## config.mk

```make
export PLATFORM = sky130hd
export DESIGN_NAME = clk_div_monitor_flat
export DESIGN_NICKNAME = d
export VERILOG_FILES = /design/src/rtl/clk_div_monitor_pkg.sv /design/src/rtl/clk_div_monitor_if.sv /design/src/rtl/clk_div_monitor_sync_2ff.sv /design/src/rtl/clk_div_monitor.sv /design/src/flat_wrapper.sv
export SDC_FILE = /design/constraint.sdc
export NUM_CORES = 1
export LEC_CHECK = 0
export CORE_AREA = 3 3 64 66
export DETAILED_ROUTE_END_ITERATION = 7
export DIE_AREA = 0 0 67 69
export PLACE_DENSITY = 0.8
export SYNTH_ARGS = -nofsm -noshare
export SYNTH_HDL_FRONTEND = slang
export SYNTH_SLANG_ARGS = --single-unit
```

## constraint.sdc

```tcl
create_clock -name clkin -period 3.1 [get_ports clkin]
set_input_delay 0.62 -clock clkin [delete_from_list [all_inputs] [get_ports clkin]]
set_output_delay 0.62 -clock clkin [all_outputs]
set_load 0.02 [all_outputs]
```

## src/rtl/clk_div_monitor_pkg.sv

```systemverilog
// Shared definitions for clock-domain monitors: FSM encodings, error counter
// width and a saturating increment helper.
package clk_mon_defs;

    typedef enum logic [1:0] {
        S_WAIT = 2'd0,
        S_ACQ  = 2'd1,
        S_LOCK = 2'd2
    } state_e;

    localparam int unsigned      ERR_W   = 8;
    localparam logic [ERR_W-1:0] ERR_MAX = 8'hFF;

    // Error counters hold at ERR_MAX instead of wrapping.
    function automatic logic [ERR_W-1:0] err_inc(input logic [ERR_W-1:0] e);
        return (e == ERR_MAX) ? e : e + ERR_W'(1);
    endfunction

endpackage

```

## src/rtl/clk_div_monitor_if.sv

```systemverilog
// Monitored-clock input and health-status outputs of the clock-divider monitor.
interface clk_div_monitor_if #(
    parameter int unsigned CNT_W = 8
);
    import clk_mon_defs::*;

    logic             mon_in;
    logic [CNT_W-1:0] period;
    logic             period_vld;
    logic             locked;
    logic             timeout;
    logic [ERR_W-1:0] err_cnt;

    modport master (
        output mon_in,
        input  period, period_vld, locked, timeout, err_cnt
    );

    modport slave (
        input  mon_in,
        output period, period_vld, locked, timeout, err_cnt
    );

endinterface

```

## src/rtl/clk_div_monitor_sync_2ff.sv

```systemverilog
// Two-flop synchroniser for a single asynchronous bit, reset to 0.
module sync_2ff (
    input  logic clk_i,
    input  logic rst_i,
    input  logic d_i,
    output logic q_o
);

    logic s1_q;
    logic s2_q;

    always_ff @(posedge clk_i or posedge rst_i) begin
        if (rst_i) begin
            s1_q <= 1'b0;
            s2_q <= 1'b0;
        end else begin
            s1_q <= d_i;
            s2_q <= s1_q;
        end
    end

    assign q_o = s2_q;

endmodule

```

## src/rtl/clk_div_monitor.sv

```systemverilog
// Measures the period of a divided clock in clkin cycles and qualifies it,
// reporting lock, timeout and a saturating count of bad periods.
module clk_div_monitor #(
    parameter int unsigned CNT_W      = 8,
    parameter int unsigned EXP_PERIOD = 3,
    parameter int unsigned TOL        = 0,
    parameter int unsigned LOCK_CNT   = 4,
    parameter int unsigned TIMEOUT    = 15
) (
    input  logic             clkin,
    input  logic             rst,
    clk_div_monitor_if.slave mon_if
);
    import clk_mon_defs::*;

    localparam int unsigned       GOOD_W   = $clog2(LOCK_CNT + 1);
    localparam logic [CNT_W-1:0]  CNT_MAX  = '1;
    localparam logic [CNT_W-1:0]  TO_THR   = CNT_W'(TIMEOUT - 1);
    localparam logic [CNT_W:0]    EXP_X    = (CNT_W + 1)'(EXP_PERIOD);
    localparam logic [CNT_W:0]    TOL_X    = (CNT_W + 1)'(TOL);
    localparam logic [GOOD_W-1:0] LOCK_THR = GOOD_W'(LOCK_CNT);

    logic              s2;
    logic              s3_q;
    logic              rise;
    logic [CNT_W-1:0]  cnt_q;
    logic [CNT_W-1:0]  cnt_d;
    logic [CNT_W-1:0]  meas;
    logic [CNT_W:0]    meas_x;
    logic [CNT_W:0]    abs_diff;
    logic              good;
    logic              to_hit;

    state_e            state_q;
    logic [GOOD_W-1:0] good_cnt_q;
    logic [GOOD_W-1:0] good_cnt_inc;
    logic [CNT_W-1:0]  period_q;
    logic              period_vld_q;
    logic              locked_q;
    logic              timeout_q;
    logic [ERR_W-1:0]  err_cnt_q;

    sync_2ff u_sync (
        .clk_i (clkin),
        .rst_i (rst),
        .d_i   (mon_if.mon_in),
        .q_o   (s2)
    );

    // Edge detector on the synchronised monitored clock.
    always_ff @(posedge clkin or posedge rst) begin
        if (rst) begin
            s3_q <= 1'b0;
        end else begin
            s3_q <= s2;
        end
    end

    assign rise = s2 & ~s3_q;

    // Period counter: restarts on every reference edge, holds at all-ones.
    always_comb begin
        cnt_d = cnt_q;
        if (rise) begin
            cnt_d = '0;
        end else if (cnt_q != CNT_MAX) begin
            cnt_d = cnt_q + CNT_W'(1);
        end
    end

    always_ff @(posedge clkin or posedge rst) begin
        if (rst) begin
            cnt_q <= '0;
        end else begin
            cnt_q <= cnt_d;
        end
    end

    // Compare is done one bit wider so the absolute difference never wraps.
    assign meas         = (cnt_q == CNT_MAX) ? cnt_q : cnt_q + CNT_W'(1);
    assign meas_x       = {1'b0, meas};
    assign abs_diff     = (meas_x >= EXP_X) ? (meas_x - EXP_X) : (EXP_X - meas_x);
    assign good         = (abs_diff <= TOL_X);
    assign to_hit       = (cnt_q == TO_THR);
    assign good_cnt_inc = good_cnt_q + GOOD_W'(1);

    always_ff @(posedge clkin or posedge rst) begin
        if (rst) begin
            state_q      <= S_WAIT;
            good_cnt_q   <= '0;
            period_q     <= '0;
            period_vld_q <= 1'b0;
            locked_q     <= 1'b0;
            timeout_q    <= 1'b0;
            err_cnt_q    <= '0;
        end else begin
            period_vld_q <= 1'b0;
            case (state_q)
                S_WAIT: begin
                    // First edge only establishes the reference; nothing to measure yet.
                    if (rise) begin
                        state_q    <= S_ACQ;
                        good_cnt_q <= '0;
                        timeout_q  <= 1'b0;
                    end
                end
                S_ACQ: begin
                    if (rise) begin
                        period_q     <= meas;
                        period_vld_q <= 1'b1;
                        if (good) begin
                            good_cnt_q <= good_cnt_inc;
                            if (good_cnt_inc == LOCK_THR) begin
                                state_q  <= S_LOCK;
                                locked_q <= 1'b1;
                            end
                        end else begin
                            good_cnt_q <= '0;
                            err_cnt_q  <= err_inc(err_cnt_q);
                        end
                    end else if (to_hit) begin
                        state_q    <= S_WAIT;
                        timeout_q  <= 1'b1;
                        locked_q   <= 1'b0;
                        good_cnt_q <= '0;
                    end
                end
                S_LOCK: begin
                    if (rise) begin
                        period_q     <= meas;
                        period_vld_q <= 1'b1;
                        if (!good) begin
                            state_q    <= S_ACQ;
                            locked_q   <= 1'b0;
                            good_cnt_q <= '0;
                            err_cnt_q  <= err_inc(err_cnt_q);
                        end
                    end else if (to_hit) begin
                        state_q    <= S_WAIT;
                        timeout_q  <= 1'b1;
                        locked_q   <= 1'b0;
                        good_cnt_q <= '0;
                    end
                end
                default: begin
                    state_q    <= S_WAIT;
                    locked_q   <= 1'b0;
                    good_cnt_q <= '0;
                end
            endcase
        end
    end

    assign mon_if.period     = period_q;
    assign mon_if.period_vld = period_vld_q;
    assign mon_if.locked     = locked_q;
    assign mon_if.timeout    = timeout_q;
    assign mon_if.err_cnt    = err_cnt_q;

endmodule

```

## src/flat_wrapper.sv

```systemverilog
// flat-port wrapper written by rule: the top's interface ports become plain ports
module clk_div_monitor_flat import clk_mon_defs::*;
#(
    parameter int unsigned CNT_W      = 8,
    parameter int unsigned EXP_PERIOD = 3,
    parameter int unsigned TOL        = 0,
    parameter int unsigned LOCK_CNT   = 4,
    parameter int unsigned TIMEOUT    = 15
)
  (clkin, rst, mon_if_mon_in, mon_if_period, mon_if_period_vld, mon_if_locked, mon_if_timeout, mon_if_err_cnt);
  clk_div_monitor_if #(.CNT_W(CNT_W)) mon_if_i ();
  input  logic clkin;
  input  logic rst;
  input wire logic [$bits(mon_if_i.mon_in)-1:0] mon_if_mon_in;
  output wire logic [$bits(mon_if_i.period)-1:0] mon_if_period;
  output wire logic [$bits(mon_if_i.period_vld)-1:0] mon_if_period_vld;
  output wire logic [$bits(mon_if_i.locked)-1:0] mon_if_locked;
  output wire logic [$bits(mon_if_i.timeout)-1:0] mon_if_timeout;
  output wire logic [$bits(mon_if_i.err_cnt)-1:0] mon_if_err_cnt;
  assign mon_if_i.mon_in = mon_if_mon_in;
  assign mon_if_period = mon_if_i.period;
  assign mon_if_period_vld = mon_if_i.period_vld;
  assign mon_if_locked = mon_if_i.locked;
  assign mon_if_timeout = mon_if_i.timeout;
  assign mon_if_err_cnt = mon_if_i.err_cnt;
  clk_div_monitor #(.CNT_W(CNT_W), .EXP_PERIOD(EXP_PERIOD), .TOL(TOL), .LOCK_CNT(LOCK_CNT), .TIMEOUT(TIMEOUT)) u_core (.clkin(clkin), .rst(rst), .mon_if(mon_if_i));
endmodule
```

==> impl_metrics.toml <==
[outcome]
status = "completed"

[yosys]
yosys_warnings = 0
syn-cell-area_um2 = 1940
synth-edff-count = 0
ys_ff_latch = 35
post_synth.cell_area_avg_um2 = 10.3
synthTopCellsByCount = "35 x dfrtp_1, 21 x nand2_1, 14 x nor2_1, 14 x o21ai_0, 10 x ha_1"
syn_nets = 202
syn_inst = 189
async_reset_ff_frac = 1.00
synth_cell_types = 53
synth.top_cell.area_share = 0.451
yosysSeqAreaShare = 0.451
yosys_most_used_dff = "dfrtp_1"
synth_top_cells_by_area = "dfrtp_1 45%, ha_1 6.4%, nand2_1 4.1%"
synth.most_common_cell = "dfrtp_1"
synth_area_leader_cell = "dfrtp_1"

[timing]
worst_pin_slew_ns = 0.496
tns_ns = 0
period_minus_slack_ns = 2.80
relSlewSlack = 0.669
finalSetupViolCount = 0
rsz0062_at_grt = "no"
fin_crit_sh = 0.903
fmax_mhz = 357
finalHoldViolCount = 0
holdWs_ns = 0.353
clock_skew_ns = 0.00223
layout_setup_ws_ns = 0.300
drv_slew = 0

[setup_path]
slowest_stage = "dfrtp_1"
cp_top_family = "compound AO/OA/AOI/OAI gates"
path_cells = "ha_2 > xor2_1 > nor2_1 > ha_1 > a311oi_1 > nor3_4 > o21a_4 > a21oi_4 > mux2_2"
startpoint_type = "register"
ff2ff_setup_slack_ns = 0.30
crit_fanout = 10
crit_buf_inv = 0
critPathCaptureType = "register"
cpPeakStageDelay_ns = 0.44
crit_type = "reg -> reg"
arrival_ns = 2.98
cp.required_ns = 3.28

[grt]
grt.overflow.total = 0
top_usage_layer = "met1"
grt_use_met1 = 0.298
grt_pass1_vias = 1469
antenna_found_initial = 0
grtUsageMet2 = 0.281
grt_usage = 0.200
grt_pass1_wl_um = 7130
use_met3 = 0.0505
grt_max_degree = 36

[routing]
vias_per_cell = 5.58
dr.first_iter.drc_count = 100
drt_pass1_iterations = 4
routed_wl_um = 3980
num_vias = 1472
final_antenna_net_count = 0
post_drt_wl_per_cell_um = 15.1
drc = 0

[floorplan]
rows = 22
coreArea_um2 = 3630
die_x_um = 67
start_util = 0.534
die_height_um = 69
die_area_um2 = 4620
io_pins = 22

[finish]
drive_above_1_share = 0.162
final_util = 0.634
stdcell_area_um2 = 2300
multi_input_area_um2 = 991
seq_area_um2 = 876
diodes = 0
fill_cells = 292
finish.net_count = 228
final_cells = 264
area_growth_pct = 18.7

[clocking]
cts_buffers = 5
cts_max_level = 2
clock_path_buffers = 2
cts_setup_buffers = 0
clkSinkCount = 35
clk_pin_slew_ns = 0.07
cts_tree = "yes"
cts_hold_buf = 0
root_buffer = "clkbuf_8"
clock_latency_ns = 0.29

[place]
place_area_um2 = 2210
port-buffer-count = 21
place_inst = 256
pre_cts_ws_ns = 0.253
place.gp.congestion = 0.944
hpwl_um = 2890

[hold_path]
hold_class = "reg -> reg"

[power_and_ir_drop]
p_per_area_nw_per_um2 = 643
leakage_nw = 0.997
worst_ir_drop_vdd_v = 0.000478
fin_total_pwr_mw = 1.48

[flow_run]
maxCapViolCount = 0
layout by cell type (no fill, tap or decap), types with 2 or more instances in the layout:
| master | instances |
|---|---|
| xnor2_1 | 9 |
| o31ai_2 | 2 |
| clkinvlp_4 | 2 |
| nand2b_1 | 2 |
| nor2_1 | 14 |
| a31oi_1 | 2 |
| and4_1 | 2 |
| inv_1 | 9 |
| nand4_1 | 5 |
| nand3_1 | 3 |
| ha_1 | 9 |
| buf_4 | 6 |
| xor2_1 | 2 |
| and2_1 | 2 |
| a32oi_1 | 3 |
| a21oi_1 | 4 |
| clkdlybuf4s50_1 | 21 |
| o21ai_2 | 2 |
| a22o_1 | 2 |
| dfrtp_1 | 35 |
| o21ai_0 | 14 |
| nand2_1 | 21 |
| and3_1 | 3 |
| nor2b_1 | 2 |
| nor3_1 | 2 |
| nor4_1 | 2 |
| and4_2 | 2 |
| a31o_2 | 2 |
| clkbuf_8 | 5 |
cell type report:
| cell class | instances | area share |
|---|---|---|
| multi-input cells | 137 | 0.430 |
| flip-flops and latches | 35 | 0.380 |
| repair buffers | 27 | 0.111 |
| clock buffers | 5 | 0.0299 |
| well taps | 48 | 0.0261 |
| inverters | 9 | 0.0147 |
| clock inverters | 3 | 0.00869 |
where the power goes:
group | switching [mW] | internal (mW) | total (mW)
clock | 0.169 | 0.156 | 0.325
combinational | 0.322 | 0.239 | 0.562
sequential | 0.0699 | 0.525 | 0.594
state kept, by name, summed over array words and instances (netlist names):
| register | cells |
|---|---|
| u_core.mon_if.period | 8 |
| u_core.u_sync.s1_q | 1 |
| u_core.mon_if.period_vld | 1 |
| u_core.mon_if.err_cnt | 8 |
| u_core.state_q | 2 |
| u_core.u_sync.q_o | 1 |
| u_core.s3_q | 1 |
| u_core.good_cnt_q | 3 |
| u_core.cnt_q | 8 |
| u_core.mon_if.locked | 1 |
| u_core.mon_if.timeout | 1 |
metal layers:
| layer | routed length [um] | share of wire | up-vias |
|---|---|---|---|
| met3 | 162 | 0.041 | 6 |
| li1 | - | - | 727 |
| met5 | 0 | 0 | - |
| met2 | 1880 | 0.47 | 31 |
| met1 | 1880 | 0.47 | 708 |
| met4 | 63 | 0.016 | 0 |
cell families after synthesis:
kind of cell	after synthesis	synth area share
compound gates	44	0.169
xor+xnor	11	0.0496
fa+ha+maj	10	0.0644
buf+inv	17	0.0432
flops	35	0.451
mux	3	0.0168
simple gates	69	0.206
worst register-to-register path, delay by kind of cell, from the launching register on:
family	cells	cell delay (ns)
flip-flops	1	0.44
multiplexers	1	0.36
adder cells (fa/ha/maj)	2	0.57
XOR/XNOR	1	0.30
AND/OR/NAND/NOR	2	0.20
AO/OA/AOI/OAI	3	0.82
worst paths after layout:
check	depth (start not counted)	startpoint	endpoint
max	9	u_core.cnt_q[0]$_DFFE_PP0P_	u_core.mon_if.err_cnt[1]$_DFFE_PP0P_
min	0	u_core.u_sync.s1_q$_DFF_PP0_	u_core.u_sync.q_o$_DFF_PP0_
max reg2reg	9	u_core.cnt_q[0]$_DFFE_PP0P_	u_core.mon_if.err_cnt[1]$_DFFE_PP0P_
min reg2reg	0	u_core.u_sync.s1_q$_DFF_PP0_	u_core.u_sync.q_o$_DFF_PP0_
max in group asynchronous	3	rst	u_core.mon_if.period[1]$_DFFE_PP0P_
min in group asynchronous	3	rst	u_core.u_sync.s1_q$_DFF_PP0_
repair_timing:
action | 4_1_cts | 5_1_grt
gates resized for setup | 0 | 2
endpoints found under the hold margin | 0 | 0
endpoints found under the setup margin | 0 | 2
Power figures use the tool's default switching activity.
